==> config.mk <==
export PLATFORM = sky130hd
export DESIGN_NAME = ecg_sample_sched
export DESIGN_NICKNAME = d
export VERILOG_FILES = /design/src/rtl/ecg_sched_pkg.sv /design/src/rtl/ecg_sync_fifo.sv /design/src/rtl/ecg_sample_sched.sv
export SDC_FILE = /design/constraint.sdc
export NUM_CORES = 1
export LEC_CHECK = 0
export CAP_MARGIN = 0
export CORE_MARGIN = 5
export CORE_UTILIZATION = 48
export CTS_CLUSTER_SIZE = 30
export DETAILED_ROUTE_END_ITERATION = 6
export GPL_TIMING_DRIVEN = 1
export PLACE_DENSITY_LB_ADDON = 0.15
export SETUP_SLACK_MARGIN = 0.1
export SYNTH_ARGS = -nofsm -noshare
export SYNTH_HDL_FRONTEND = slang
export SYNTH_SLANG_ARGS = --single-unit
==> constraint.sdc <==
create_clock -name clk -period 2.3 [get_ports clk]
set_input_delay 0.345 -clock clk [delete_from_list [all_inputs] [get_ports clk]]
set_output_delay 0.345 -clock clk [all_outputs]
set_load 0.02 [all_outputs]
==> src/rtl/ecg_sched_pkg.sv <==
// Shared types and constants for the ECG sample scheduler.
// Holds the scheduler FSM encoding, default parameter values and the source timeout limit.
package ecg_sched_pkg;

  typedef enum logic [1:0] {
    ST_IDLE  = 2'd0,
    ST_RUN   = 2'd1,
    ST_DRAIN = 2'd2,
    ST_DONE  = 2'd3
  } sched_state_e;

  localparam int DEF_DATA_WIDTH = 11;
  localparam int DEF_CTR_WIDTH  = 24;
  localparam int DEF_DIV_WIDTH  = 16;
  localparam int DEF_FIFO_DEPTH = 4;

  // cycles allowed between src_req and src_valid before the request is abandoned
  localparam int TIMEOUT_LIMIT  = 16;
  localparam int TO_CNT_WIDTH   = 5;

endpackage

==> src/rtl/ecg_sync_fifo.sv <==
// Single-clock FIFO buffering fetched samples ahead of the algorithm core.
// Registered head read: a push into an empty FIFO becomes visible the next cycle.
module ecg_sync_fifo
  import ecg_sched_pkg::*;
#(
  parameter int DATA_WIDTH = DEF_DATA_WIDTH,
  parameter int FIFO_DEPTH = DEF_FIFO_DEPTH,
  localparam int AW = $clog2(FIFO_DEPTH),
  localparam int CW = AW + 1
) (
  input  logic                  clk,
  input  logic                  nrst,
  input  logic                  push,
  input  logic [DATA_WIDTH-1:0] push_data,
  input  logic                  pop,
  output logic [DATA_WIDTH-1:0] pop_data,
  output logic                  full,
  output logic                  empty,
  output logic [CW-1:0]         count
);

  logic [DATA_WIDTH-1:0] mem_r [FIFO_DEPTH];
  logic [AW-1:0]         wr_ptr_r;
  logic [AW-1:0]         rd_ptr_r;
  logic [CW-1:0]         count_r;
  logic                  do_push_s;
  logic                  do_pop_s;

  assign full      = (count_r == CW'(FIFO_DEPTH));
  assign empty     = (count_r == CW'(0));
  assign count     = count_r;
  assign pop_data  = mem_r[rd_ptr_r];
  assign do_push_s = push && !full;
  assign do_pop_s  = pop && !empty;

  // Pointer and occupancy bookkeeping.
  always_ff @(posedge clk or negedge nrst) begin
    if (!nrst) begin
      wr_ptr_r <= AW'(0);
      rd_ptr_r <= AW'(0);
      count_r  <= CW'(0);
    end else begin
      if (do_push_s) wr_ptr_r <= wr_ptr_r + AW'(1);
      if (do_pop_s)  rd_ptr_r <= rd_ptr_r + AW'(1);
      case ({do_push_s, do_pop_s})
        2'b10:   count_r <= count_r + CW'(1);
        2'b01:   count_r <= count_r - CW'(1);
        default: count_r <= count_r;
      endcase
    end
  end

  // Storage array; contents are don't-care until written.
  always_ff @(posedge clk) begin
    if (do_push_s) mem_r[wr_ptr_r] <= push_data;
  end

endmodule

==> src/rtl/ecg_sample_sched.sv <==
// Paces sample fetches from an ECG source at a programmable rate and streams them out.
// Define ECG_SAMPLE_SCHED_TIMEOUT_EN to abandon source requests unanswered for 16 cycles.
module ecg_sample_sched
  import ecg_sched_pkg::*;
#(
  parameter int DATA_WIDTH = DEF_DATA_WIDTH,
  parameter int CTR_WIDTH  = DEF_CTR_WIDTH,
  parameter int DIV_WIDTH  = DEF_DIV_WIDTH,
  parameter int FIFO_DEPTH = DEF_FIFO_DEPTH
) (
  input  logic                  clk,
  input  logic                  nrst,
  input  logic                  start,
  input  logic                  stop,
  input  logic [DIV_WIDTH-1:0]  rate_div,
  input  logic [CTR_WIDTH-1:0]  num_samples,
  output logic                  src_req,
  input  logic [DATA_WIDTH-1:0] src_data,
  input  logic                  src_valid,
  output logic [DATA_WIDTH-1:0] out_data,
  output logic                  out_valid,
  input  logic                  out_ready,
  output logic [CTR_WIDTH-1:0]  out_index,
  output logic                  busy,
  output logic                  done,
  output logic                  overrun,
  output logic                  src_timeout
);

  localparam int FCW = $clog2(FIFO_DEPTH) + 1;

  sched_state_e          state_r, state_s;
  logic [DIV_WIDTH-1:0]  div_r, cnt_r, eff_div_s;
  logic [CTR_WIDTH-1:0]  num_r, issued_r, out_index_r;
  logic                  outstanding_r, overrun_r, src_req_r;
  logic                  tick_s, issue_s, block_s, start_acc_s, timeout_s;
  logic                  push_s, pop_s;
  logic                  fifo_full_s, fifo_empty_s;
  logic [FCW-1:0]        fifo_count_s;

  assign eff_div_s = (rate_div < DIV_WIDTH'(2)) ? DIV_WIDTH'(2) : rate_div;
  assign tick_s    = (state_r == ST_RUN) && (cnt_r == DIV_WIDTH'(0));
  assign push_s    = src_valid && outstanding_r && !fifo_full_s;
  assign pop_s     = !fifo_empty_s && out_ready;

  assign src_req   = src_req_r;
  assign out_valid = !fifo_empty_s;
  assign out_index = out_index_r;
  assign busy      = (state_r == ST_RUN) || (state_r == ST_DRAIN);
  assign done      = (state_r == ST_DONE);
  assign overrun   = overrun_r;

  // Next-state and tick arbitration; stop takes priority over a same-cycle tick.
  always_comb begin
    state_s     = state_r;
    issue_s     = 1'b0;
    block_s     = 1'b0;
    start_acc_s = 1'b0;
    case (state_r)
      ST_IDLE: begin
        if (start) begin
          start_acc_s = 1'b1;
          state_s     = (num_samples == CTR_WIDTH'(0)) ? ST_DONE : ST_RUN;
        end else begin
          state_s = ST_IDLE;
        end
      end
      ST_RUN: begin
        if (stop || (issued_r == num_r)) begin
          state_s = ST_DRAIN;
        end else if (tick_s) begin
          if (!outstanding_r && ((fifo_count_s + FCW'(outstanding_r)) < FCW'(FIFO_DEPTH))) begin
            issue_s = 1'b1;
          end else begin
            block_s = 1'b1;
          end
        end else begin
          state_s = ST_RUN;
        end
      end
      ST_DRAIN: begin
        if (!outstanding_r && fifo_empty_s) begin
          state_s = ST_DONE;
        end else begin
          state_s = ST_DRAIN;
        end
      end
      ST_DONE: state_s = ST_IDLE;
      default: state_s = ST_IDLE;
    endcase
  end

  // Scheduler state, rate counter, run bookkeeping and request strobe.
  always_ff @(posedge clk or negedge nrst) begin
    if (!nrst) begin
      state_r       <= ST_IDLE;
      div_r         <= DIV_WIDTH'(0);
      cnt_r         <= DIV_WIDTH'(0);
      num_r         <= CTR_WIDTH'(0);
      issued_r      <= CTR_WIDTH'(0);
      out_index_r   <= CTR_WIDTH'(0);
      outstanding_r <= 1'b0;
      overrun_r     <= 1'b0;
      src_req_r     <= 1'b0;
    end else begin
      state_r   <= state_s;
      src_req_r <= issue_s;
      if (start_acc_s) begin
        div_r       <= eff_div_s;
        cnt_r       <= eff_div_s - DIV_WIDTH'(1);
        num_r       <= num_samples;
        issued_r    <= CTR_WIDTH'(0);
        out_index_r <= CTR_WIDTH'(0);
        overrun_r   <= 1'b0;
      end else begin
        if (state_r == ST_RUN) cnt_r <= tick_s ? (div_r - DIV_WIDTH'(1)) : (cnt_r - DIV_WIDTH'(1));
        if (issue_s) issued_r <= issued_r + CTR_WIDTH'(1);
        if (block_s) overrun_r <= 1'b1;
        if (pop_s)   out_index_r <= out_index_r + CTR_WIDTH'(1);
      end
      if (issue_s) begin
        outstanding_r <= 1'b1;
      end else if ((src_valid && outstanding_r) || timeout_s) begin
        outstanding_r <= 1'b0;
      end
    end
  end

`ifdef ECG_SAMPLE_SCHED_TIMEOUT_EN
  logic [TO_CNT_WIDTH-1:0] to_cnt_r;
  logic                    src_timeout_r;

  assign timeout_s   = outstanding_r && !src_valid && (to_cnt_r == TO_CNT_WIDTH'(TIMEOUT_LIMIT - 1));
  assign src_timeout = src_timeout_r;

  // Age of the outstanding request and the sticky timeout flag.
  always_ff @(posedge clk or negedge nrst) begin
    if (!nrst) begin
      to_cnt_r      <= TO_CNT_WIDTH'(0);
      src_timeout_r <= 1'b0;
    end else begin
      if (issue_s) begin
        to_cnt_r <= TO_CNT_WIDTH'(0);
      end else if (outstanding_r && !src_valid) begin
        to_cnt_r <= to_cnt_r + TO_CNT_WIDTH'(1);
      end
      if (start_acc_s) begin
        src_timeout_r <= 1'b0;
      end else if (timeout_s) begin
        src_timeout_r <= 1'b1;
      end
    end
  end
`else
  assign timeout_s   = 1'b0;
  assign src_timeout = 1'b0;
`endif

  ecg_sync_fifo #(
    .DATA_WIDTH (DATA_WIDTH),
    .FIFO_DEPTH (FIFO_DEPTH)
  ) u_fifo (
    .clk       (clk),
    .nrst      (nrst),
    .push      (push_s),
    .push_data (src_data),
    .pop       (pop_s),
    .pop_data  (out_data),
    .full      (fifo_full_s),
    .empty     (fifo_empty_s),
    .count     (fifo_count_s)
  );

endmodule

Yosys cells after proc, flatten, opt, wreduce, memory -nomap -nowiden --
Memories as Yosys holds them, arrays and structs flattened. Index checks and enable logic that the tools add are counted.
Cells by class: add/subtract/negate cells 10, order comparisons 2, eq/ne operators 8, multiplexer cells 31, reductions and logical operators 23
Operators with widths (number):
- 24-bit two-way mux | 4
- 16-bit two-way mux | 4
- 24-bit by 1-bit adder with 24-bit output (second input constant) | 2
- 16-bit by 1-bit subtractor with 16-bit output (second input constant) | 3
- 24-bit == test | 1
- 24-bit zero test | 1
- 1-bit two-way mux | 17
- 16-bit zero test | 1
- 16-bit by 2-bit less-than comparator with 1-bit output (second input constant) | 1
- 2-bit nonzero test | 6
- 1-bit logical AND | 8
- 2-bit two-way mux | 4
- 2-bit one-hot mux with 4 select lines | 1
- 2-bit == test (second input constant) | 3
- 3-bit one-hot mux with 2 select lines | 1
- 2-bit by 1-bit adder with 2-bit output (second input constant) | 2
- 2-bit by 1-bit == test with 1-bit output (second input constant) | 2
- 3-bit by 1-bit adder with 3-bit output | 1
- 3-bit by 1-bit adder with 3-bit output (second input constant) | 1
- 3-bit == test (second input constant) | 1
- 1-bit zero test | 3
- 3-bit zero test | 1
- 3-bit less-than comparator (second input constant) | 1
- 3-bit by 2-bit != test with 1-bit output (second input constant) | 1
- 3 further kinds | 4
Word-level totals: register bits after elaboration 116, memory bits (writable) 44, output and inout port bits 41, logic and storage cells 87, memories kept 1
Memory list:
- u_fifo.mem_r | depth 4, bits a word 11, rd ports 1, clocked after memory_dff 0, write ports 1, line ecg_sync_fifo.sv:22 | logic [DATA_WIDTH-1:0] mem_r [FIFO_DEPTH];

Longest topological paths before layout --
Gate-level depths: netlist of run 1.
depth in word-level cells 9, gate-level depth with buffers 12, depth with buffers taken out 11

By module --
A second synthesis of run 1 with hierarchy kept.
Unflattened totals: cell total of the unflattened synthesis 754, area total of the unflattened synthesis 7803.7 um^2
Modules (own cells, without submodules):
- ecg_sample_sched | times used 1, cells each 659, area an instance 5788.1 um^2, sequential area each 2727.6 um^2
- ecg_sync_fifo | times used 1, cells each 95, area an instance 2015.7 um^2, sequential area each 1496.4 um^2

Least setup slack after synthesis of run 1 --
Ideal clock, no wire load.
path kind flip-flop to flip-flop, start point reg state_r[1], end point reg cnt_r[6], arrival time 2.444 ns, path slack -0.221 ns, cell stages (with the launch flop) 13, clock period less this slack 2.521 ns, path through dfrtp_1 -> inv_1 -> ha_1 -> nor2b_1 -> and4_1 -> buf_2 -> and3_1 -> o32ai_4 -> ha_1 -> and2_1 -> o311ai_0 -> xor2_1 -> a21oi_1
Between the ends: word-level cells in the longest chain between the ends 5
Ends and longest elaborated chain:
- start: declaration | line ecg_sample_sched.sv:32 | sched_state_e state_r, state_s;
- start signal: assignment | line ecg_sample_sched.sv:106 | state_r <= state_s;
- 2-bit by 1-bit == test with 1-bit output | line ecg_sample_sched.sv:42, ecg_sample_sched.sv:116
- 1-bit logical AND | line ecg_sample_sched.sv:42 | assign tick_s = (state_r == ST_RUN) && (cnt_r == DIV_WIDTH'(0));
- 16-bit two-way mux (2 in series) | line ecg_sample_sched.sv:116 | if (state_r == ST_RUN) cnt_r <= tick_s ? (div_r - DIV_WIDTH'(1)) : (cnt_r - DIV_WIDTH'(1));
- 16-bit two-way mux | line ecg_sample_sched.sv:108 | if (start_acc_s) begin
- end signal: assignment | line ecg_sample_sched.sv:110 | cnt_r <= eff_div_s - DIV_WIDTH'(1);
- end signal: assignment | line ecg_sample_sched.sv:116
- end: declaration | line ecg_sample_sched.sv:33 | logic [DIV_WIDTH-1:0] div_r, cnt_r, eff_div_s;
Several ways; a longest one is shown, not always the timed one. The select of a mux whose other input is x is not followed. A chain may end at the register's enable or synchronous reset.

Worst setup path after layout of run 1 --
start point reg state_r[1], end point reg cnt_r[15]
Same word-level chain as after synthesis.

==> flow_summary.ini, run 1 <==
[worst_setup_path]
r2r_setup_slack_ns = -0.22
path_cells = inv_2 > ha_4 > and2_4 > mux2i_2 > o31ai_2 > buf_4 > nor4_4 > nand3b_4 > or4_1 > a31oi_1
crit_type = flip-flop to flip-flop
critical_path.max_stage_delay_ns = 0.40
arrival_ns = 2.88
r2r_cells = 10
crit_fanout = 7
r2r_start = state_r[1]
r2r-end = cnt_r[15]
crit_start = state_r[1]
critPathCaptureType = flip-flop
critPathTopFamily = simple AND/OR/NAND/NOR gates
cp-start-kind = flip-flop
cp.required_ns = 2.66
path_buf_inv = 2
critPathSlowestCell = or4_1

[final_layout]
antenna_cells = 0
fin_cells = 1233
drive_gt1_share_pct = 29.99
nets = 1075
area_growth_pct = 45.07

[logic_synthesis]
yosysSeqAreaShare_pct = 53.75
synthCells = 754
yosysMostFrequentCell = nand2_1
synth_cell_types = 65
synth_top_flop_cell = dfrtp_1
avgSynthCellArea_um2 = 10.42
synthTopCellsByArea = dfrtp_1 37%, edfxtp_1 17%, nand2_1 7.7%, xor2_1 6.0%, mux4_2 3.2%
synth_compound_area_share_pct = 8.438
async_flop_share_pct = 72.50
ys_top_cells_by_count = 161 x nand2_1, 116 x dfrtp_1, 58 x nor2_1
synth_simple_gate_area_share_pct = 20.44
synth_xor_area_share_pct = 8.024
yosys_register_bits = 160
synth.top_cell.area_share_pct = 36.94
syn_area_um2 = 7859
synth-edff-count = 44
yosysTopAreaCell = dfrtp_1
synth_top_family_by_area = simple AND/OR/NAND/NOR gates
synthAdderAreaFrac_pct = 2.324
synth_fp_nets = 825
muxShareOfSynthArea_pct = 4.315
yosysWarnings = 0

[floorplanning]
coreArea_um2 = 16000
initial_core_util_pct = 49.12
die-area_um2 = 19030
ios = 98
fp.dieW_um = 138.0
rows = 46
fp.dieH_um = 138.0

[place]
io_buffers = 96
dp.cells = 1168
place_hpwl_um = 14850
dpl_worst_slack_ns = -0.5183
place.gp.congestion = 0.8831

[min_path]
hp-class = input port to asynchronous set/reset pin

[clock_tree]
cts_root_buf = clkbuf_16
cts_tree = built
cts_buffer_depth = 2
numCtsBuffers = 17
clock_latency_ns = 0.43
clk_pin_slew_ns = 0.07
clock_sinks = 160
htreeDepth = 4

[route]
detailedRoute.firstPassIterationCount = 5
routed_via_density = 5.381
drc_errors = 0
drt-total-wl_um = 21340
vias = 6635
drtAntennaViolNets = 0
drtIter0Drc = 418
wl_per_cell_um = 17.31

[power]
netSwitchingPower_uw = 4372
combPwrFrac_pct = 44.0
swShare_pct = 35.85
pwr-share-clk_pct = 24.0
p_leak_uw = 0.005072
pwr-share-seq_pct = 32.0
ir_worst_vdd_mv = 0.6891
power.internal_uw = 7825
power.density_nw_per_um2 = 1070

[global_route]
grt_pass1_wl_um = 34240
grt_antenna_before_repair = 0
grt_pass1_vias = 6775
grt_usage_pct = 23.24
overflow = 0
grt_max_degree = 74

[run]
max-cap-violations = 0

[timing]
period_minus_slack_ns = 2.521
worstMarginPinSlew_ns = 0.6114
hold_viol_final = 0
fin_crit_sh_pct = 109.6
setup_viol = 29
skew_ns = 0.01185
drv_slew = 0
max_freq_mhz = 396.7
rsz0062_at_grt = true
setup_ws_ns = -0.2208
max_slew_margin_pct = 59.24

[outcome]
status = complete, but fails checks
violations = negative setup slack
## worst max-delay path by stage
stage                     cells after the start  slack, ns         to
final                                        10      -0.22  cnt_r[15]
after floorplan                              12      -0.10  cnt_r[14]
after detailed placement                      9      -0.52  cnt_r[15]
after global placement                       10      -0.47   cnt_r[9]
after global routing                         15      -0.30  cnt_r[12]
after CTS                                    10      -0.14  cnt_r[15]
## cell usage in the layout, fill, tap and decap left out, types with 5 or more instances in the layout
cell and n:
a31oi_1 5, inv_1 13, o21ai_1 13, xnor2_1 16, mux2i_1 7, a21oi_1 15, buf_4 139, mux4_2 11
a21oi_2 12, nor2_1 58, and2_1 6, nor4_1 13, ha_1 10, nand4_1 13, and3_1 11, or3_4 6
nor3_4 5, xor2_1 54, and4_1 5, edfxtp_1 44, clkbuf_2 7, buf_6 23, clkdlybuf4s50_1 82, clkbuf_16 18
nand2_1 155, dfrtp_1 116, nand3_1 14, or3_1 9, o21ai_0 15
## repair_timing
| action | 4_1_cts | 5_1_grt |
|---|---|---|
| endpoints found under the hold margin | 14 | 0 |
| hold buffers | 1 | 0 |
| resized for setup | 73 | 74 |
| buffers inserted | 16 | 22 |
| endpoints found under the setup margin | 51 | 52 |
| gates cloned | 2 | 0 |
| pin swaps | 46 | 39 |
## state kept, by name, summed over array words and instances, names as in the netlist
register         cells
u_fifo.mem_r        44
u_fifo.rd_ptr_r      2
out_index           24
u_fifo.count         3
overrun              1
div_r               16
outstanding_r        1
cnt_r               16
u_fifo.wr_ptr_r      2
src_req              1
state_r              2
num_r               24
issued_r            24
## final cells by class
class	instances	area, um2
multi-input cells	547	3911
well taps	216	270.3
flip-flops and latches	160	4224
inverters	15	56.30
clock inverters	15	181.4
clock buffers	17	425.4
fillers	1199	4599
repair buffers	263	2332
## kinds of logic after synthesis
kind of cell,after synthesis
and+or+nand+nor,338
adders and majority gates,14
DFF,160
muxes,20
xor gates and xnor gates,72
AOI/OAI and AO/OA,102
buffers and inverters,47
other,1
## per-stage QoR
step	instance area (um2)	hold WS [ns]	setup TNS, ns	total power (uW)	util [%]
detailed placement	10070	0.2537	-5.748	8582	62.93
global route	11400	0.3592	-6.444	12910	71.25
global placement	10070	0.2507	-4.842	8486	62.93
floorplan	7971	0.04941	-0.4495	6569	-
CTS	11070	0.3329	-0.7117	11730	69.18
finish	11400	0.3369	-3.350	12200	71.25
## layer usage
layer	track usage (%)	up-vias	wire length, um	part of all wire (%)
met4	7.300	0	456	2.1
met5	0	-	0	0
met1	31.51	3262	9356	44
li1	-	3157	-	-
met3	4.028	41	996	4.7
met2	38.34	175	10530	49
## power groups by stage
stage	combinational, uW	sequential [uW]	clock, uW
global route	5850	3960	3100
CTS	4850	3900	2980
detailed placement	4640	3940	0
global placement	4560	3930	0
floorplan	2640	3930	0
finish	5370	3900	2930
Power figures use the tool's default switching activity.
==> inputs of run 2 (changes only) <==
- DONT_BUFFER_PORTS: unset -> 1
==> flow_summary.ini, run 2 (synthesis gave the netlist of run 1 again) <==
[outcome]
status = complete, but fails checks
violations = negative hold slack, negative setup slack

[timing]
setup_ws_ns = -0.2282
drv_slew = 0
period_minus_slack_ns = 2.528
rsz0062_at_grt = true
max_freq_mhz = 395.5
max_slew_margin_pct = 60.19
setup_viol = 26
hold_viol_final = 116
finalSetupTns_ns = -3.404
fin_crit_sh_pct = 109.9
holdWs_ns = -0.3933
skew_ns = 0.007535
worstMarginPinSlew_ns = 0.5972

[clock_tree]
clk_pin_slew_ns = 0.07
clock_latency_ns = 0.43
cts_root_buf = clkbuf_16
numCtsBuffers = 17
clock_sinks = 160
cts_tree = built
cts_buffer_depth = 2
hold_buffers = 11
htreeDepth = 4

[power]
p_leak_uw = 0.004497
ir_worst_vdd_mv = 0.6116
power.density_nw_per_um2 = 1120

[final_layout]
area_growth_pct = 31.25
drive_gt1_share_pct = 29.64
layout_common_cells = 157 x nand2_1, 116 x dfrtp_1, 106 x buf_4, 56 x nor2_1, 53 x xor2_1
nets = 952
regArea_um2 = 4224
final_common_cell = nand2_1
fill_cells = 1298
multi_input_area_um2 = 3991
regMostFlops = u_fifo.mem_r
largest_reg_flops = 44
antenna_cells = 0
utilization_pct = 64.47

[place]
place.gp.congestion = 0.8644
io_buffers = 0
dpl_worst_slack_ns = -0.2635
place_hpwl_um = 14320

[floorplanning]
coreArea_um2 = 16000
initial_core_util_pct = 49.12
die-area_um2 = 19030
fp.dieW_um = 138.0
ios = 98
rows = 46
fp.dieH_um = 138.0

[min_path]
hp-class = input port to asynchronous set/reset pin

[global_route]
grt_usage_pct = 22.22
grt_pass1_wl_um = 32510
overflow = 0
grt_antenna_before_repair = 0
grt_max_degree = 117
grt_pass1_vias = 6302

[route]
drt-total-wl_um = 20650
wl_per_cell_um = 18.61
drtIter0Drc = 332
detailedRoute.firstPassIterationCount = 5
drc_errors = 0
routed_via_density = 5.520
vias = 6127
drtAntennaViolNets = 0

[worst_setup_path]
crit_type = flip-flop to flip-flop
crit_fanout = 9
cp.required_ns = 2.65
critPathCaptureType = flip-flop
cp-start-kind = flip-flop
arrival_ns = 2.88

[run]
max-cap-violations = 0
run 2: cell count changes in the layout (fill, tap and decap cells not counted), sizes merged, moves of 7 or more:
cell           previous run  this run
buf                     166       127
clkdlybuf4s50            82         0
clkbuf                   25        18
dlygate4sd3               1        11
run 2: report_power, final:
group          total (uW)  switching (uW)  internal (uW)
combinational        4900            2590           2310
clock                2650            1230           1410
sequential           4000             501           3500
run 2: repair_timing:
action,CTS,global route
setup endpoints to repair,41,40
buffers inserted,21,6
endpoints found under the hold margin,160,116
resized for setup,63,52
cloned,1,1
pin swaps,46,30
run 2: area by class of cell:
class	instances	area share, %
clock buffers	17	4.124
clock inverters	15	1.225
inverters	15	0.5459
multi-input cells	547	38.69
flip-flops and latches	160	40.95
well taps	216	2.620
repair buffers	140	11.84
run 2: through the flow:
stage	area, um2	instances	power [uW]
after global routing	10310	1110	12210
after CTS	9983	1105	11230
after detailed placement	8865	1041	8022
final	10310	1110	11550
after floorplan	7971	754	6569
after global placement	8865	1041	7907
run 2: routing by layer:
layer,vias up,part of all wire [%],GRT usage [%]
li1,2896,-,-
met1,3068,43,28.80
met2,145,49,36.80
met3,18,6.1,5.951
met4,0,1.4,6.586
met5,-,0,0
run 2: worst max-delay path, cell delays in order (launching register included):
cell and delay [ns]:
dfrtp_1 0.40, nor4_2 0.30, buf_4 0.16, nand4_1 0.16, buf_6 0.19, nor4_4 0.31, o2111ai_4 0.22, buf_12 0.20
or3_1 0.36, a21oi_2 0.15
run 2: final timing paths:
path                                 startpoint            to  slack, ns  cells past startpoint
worst max register to register        cnt_r[13]  issued_r[12]      -0.23                      9
worst min register to register        div_r[11]     div_r[11]       0.47                      2
min in group clk                num_samples[18]     num_r[18]       0.02                      2
max in group asynchronous                  nrst     cnt_r[13]       2.39                      0
worst min-delay path                       nrst     div_r[12]      -0.39                      0
worst max-delay path                  cnt_r[13]  issued_r[12]      -0.23                      9
==> inputs of run 3 (changes only) <==
- CORE_ASPECT_RATIO: unset -> 0.5
==> flow_summary.ini, run 3 (synthesis gave the netlist of run 1 again) <==
[outcome]
status = complete, but fails checks
violations = negative hold slack, negative setup slack

[timing]
rsz0062_at_grt = true
hold_viol_final = 116
fin_crit_sh_pct = 112.7
setup_ws_ns = -0.2923
worstMarginPinSlew_ns = 0.7148
max_freq_mhz = 385.8
max_slew_margin_pct = 51.72
skew_ns = 0.01187
period_minus_slack_ns = 2.592
setup_viol = 21
drv_slew = 0
holdWs_ns = -0.3899

[floorplanning]
rows = 33
initial_core_util_pct = 48.43
ios = 98
die-area_um2 = 19190
fp.dieH_um = 100.5
coreArea_um2 = 16230
fp.dieW_um = 191.0

[clock_tree]
numCtsBuffers = 17
cts_root_buf = clkbuf_16
clock_sinks = 160
htreeDepth = 4
clk_pin_slew_ns = 0.07
clock_latency_ns = 0.42
cts_buffer_depth = 2
cts_tree = built

[power]
swShare_pct = 37.54
combPwrFrac_pct = 42.5
power.density_nw_per_um2 = 1118
p_leak_uw = 0.004582
power.internal_uw = 7219
pwr-share-seq_pct = 34.3
ir_worst_vdd_mv = 0.6721
netSwitchingPower_uw = 4338
pwr-share-clk_pct = 23.2

[worst_setup_path]
crit_type = flip-flop to flip-flop
critPathSlowestCell = a41oi_1
critPathCaptureType = flip-flop
r2r-end = cnt_r[9]
path_cells = inv_2 > ha_4 > and4bb_1 > o221ai_2 > a41oi_1 > nand2b_4 > o32ai_2 > or3b_1
r2r_start = state_r[0]
crit_fanout = 6
cp.required_ns = 2.60
arrival_ns = 2.89
r2r_setup_slack_ns = -0.29
r2r_cells = 8
cp-start-kind = flip-flop
critical_path.max_stage_delay_ns = 0.58

[route]
drt-total-wl_um = 20780
drc_errors = 0
drtAntennaViolNets = 0
vias = 6146
drtIter0Drc = 365
wl_per_cell_um = 18.38
detailedRoute.firstPassIterationCount = 5
routed_via_density = 5.434

[min_path]
hp-class = input port to asynchronous set/reset pin

[final_layout]
fill_cells = 1273
layout_common_cells = 156 x nand2_1, 118 x buf_4, 114 x dfrtp_1, 57 x nor2_1, 53 x xor2_1
utilization_pct = 63.69
fin_cells = 1131
drive_gt1_share_pct = 29.31
final_common_cell = nand2_1
largest_reg_flops = 44
antenna_cells = 0
regMostFlops = u_fifo.mem_r
area_growth_pct = 31.51
nets = 962

[global_route]
grt_pass1_wl_um = 31790
grt_pass1_vias = 6100
grt_usage_pct = 21.30
overflow = 0
grt_antenna_before_repair = 0
grt_max_degree = 117

[place]
place.gp.congestion = 0.8952
place_hpwl_um = 13830
dp.cells = 1050
io_buffers = 0

[run]
max-cap-violations = 0
run 3: per-stage QoR:
stage          TNS [ns]  worst slack, ns  area [um2]  hold slack (ns)  total power, uW
6_report         -3.117          -0.2923       10330          -0.3899            11560
5_1_grt          -5.364          -0.3703       10330          -0.4106            12230
4_1_cts          -1.651          -0.1660        9732          -0.4033            10980
3_5_place_dp     -4.232          -0.2194        8851          0.05289             8016
3_3_place_gp     -3.028          -0.1634        8851          0.05321             7966
2_1_floorplan   -0.4495          -0.1034        7971          0.04941             6569
run 3: power by group through the flow:
stage / sequential (uW) / combinational [uW] / clock, uW
finish: 3960 / 4910 / 2680
global route: 4030 / 5320 / 2880
CTS: 3950 / 4290 / 2740
detailed placement: 3990 / 4030 / 0
global placement: 3980 / 3990 / 0
floorplan: 3930 / 2640 / 0
run 3: area by class of cell:
| type | count | area, um2 | area share, % |
|---|---|---|---|
| Sequential cell | 160 | 4227 | 40.90 |
| Multi-Input combinational cell | 547 | 3938 | 38.10 |
| Inverter | 15 | 56.30 | 0.5448 |
| Clock inverter | 13 | 118.9 | 1.150 |
| Clock buffer | 19 | 435.4 | 4.213 |
| Tap cell | 227 | 284.0 | 2.748 |
| Timing Repair Buffer | 150 | 1276 | 12.35 |
run 3: what timing repair did:
item                                    CTS  global route
resized for setup                        31            77
endpoints found under the hold margin   136           140
hold buffers                              7             8
pin swaps                                20            46
gates cloned                              1             1
setup buffers                            11            21
endpoints found under the setup margin   41            45
run 3: worst max path at each step:
stage	startpoint	endpoint	slack, ns	cells after the start
2_1_floorplan	state_r[1]	cnt_r[14]	-0.10	12
3_3_place_gp	cnt_r[13]	issued_r[16]	-0.16	9
3_5_place_dp	cnt_r[13]	issued_r[16]	-0.22	9
4_1_cts	state_r[1]	cnt_r[15]	-0.17	10
5_1_grt	state_r[0]	cnt_r[9]	-0.37	8
6_report	state_r[0]	cnt_r[9]	-0.29	8
run 3: metal layers:
metal / track usage (%) / wire [um]
met5: 0 / 0
met4: 7.832 / 606
met3: 6.159 / 1108
met2: 34.72 / 10100
met1: 27.46 / 8970
run 3: critical path, delay by kind of cell (launching register included):
family	cells	cell delay, ns
flip-flops	1	0.42
AND/OR/NAND/NOR	3	0.77
AO/OA/AOI/OAI	3	0.99
adder cells (fa/ha/maj)	1	0.18
buffers and inverters	1	0.10
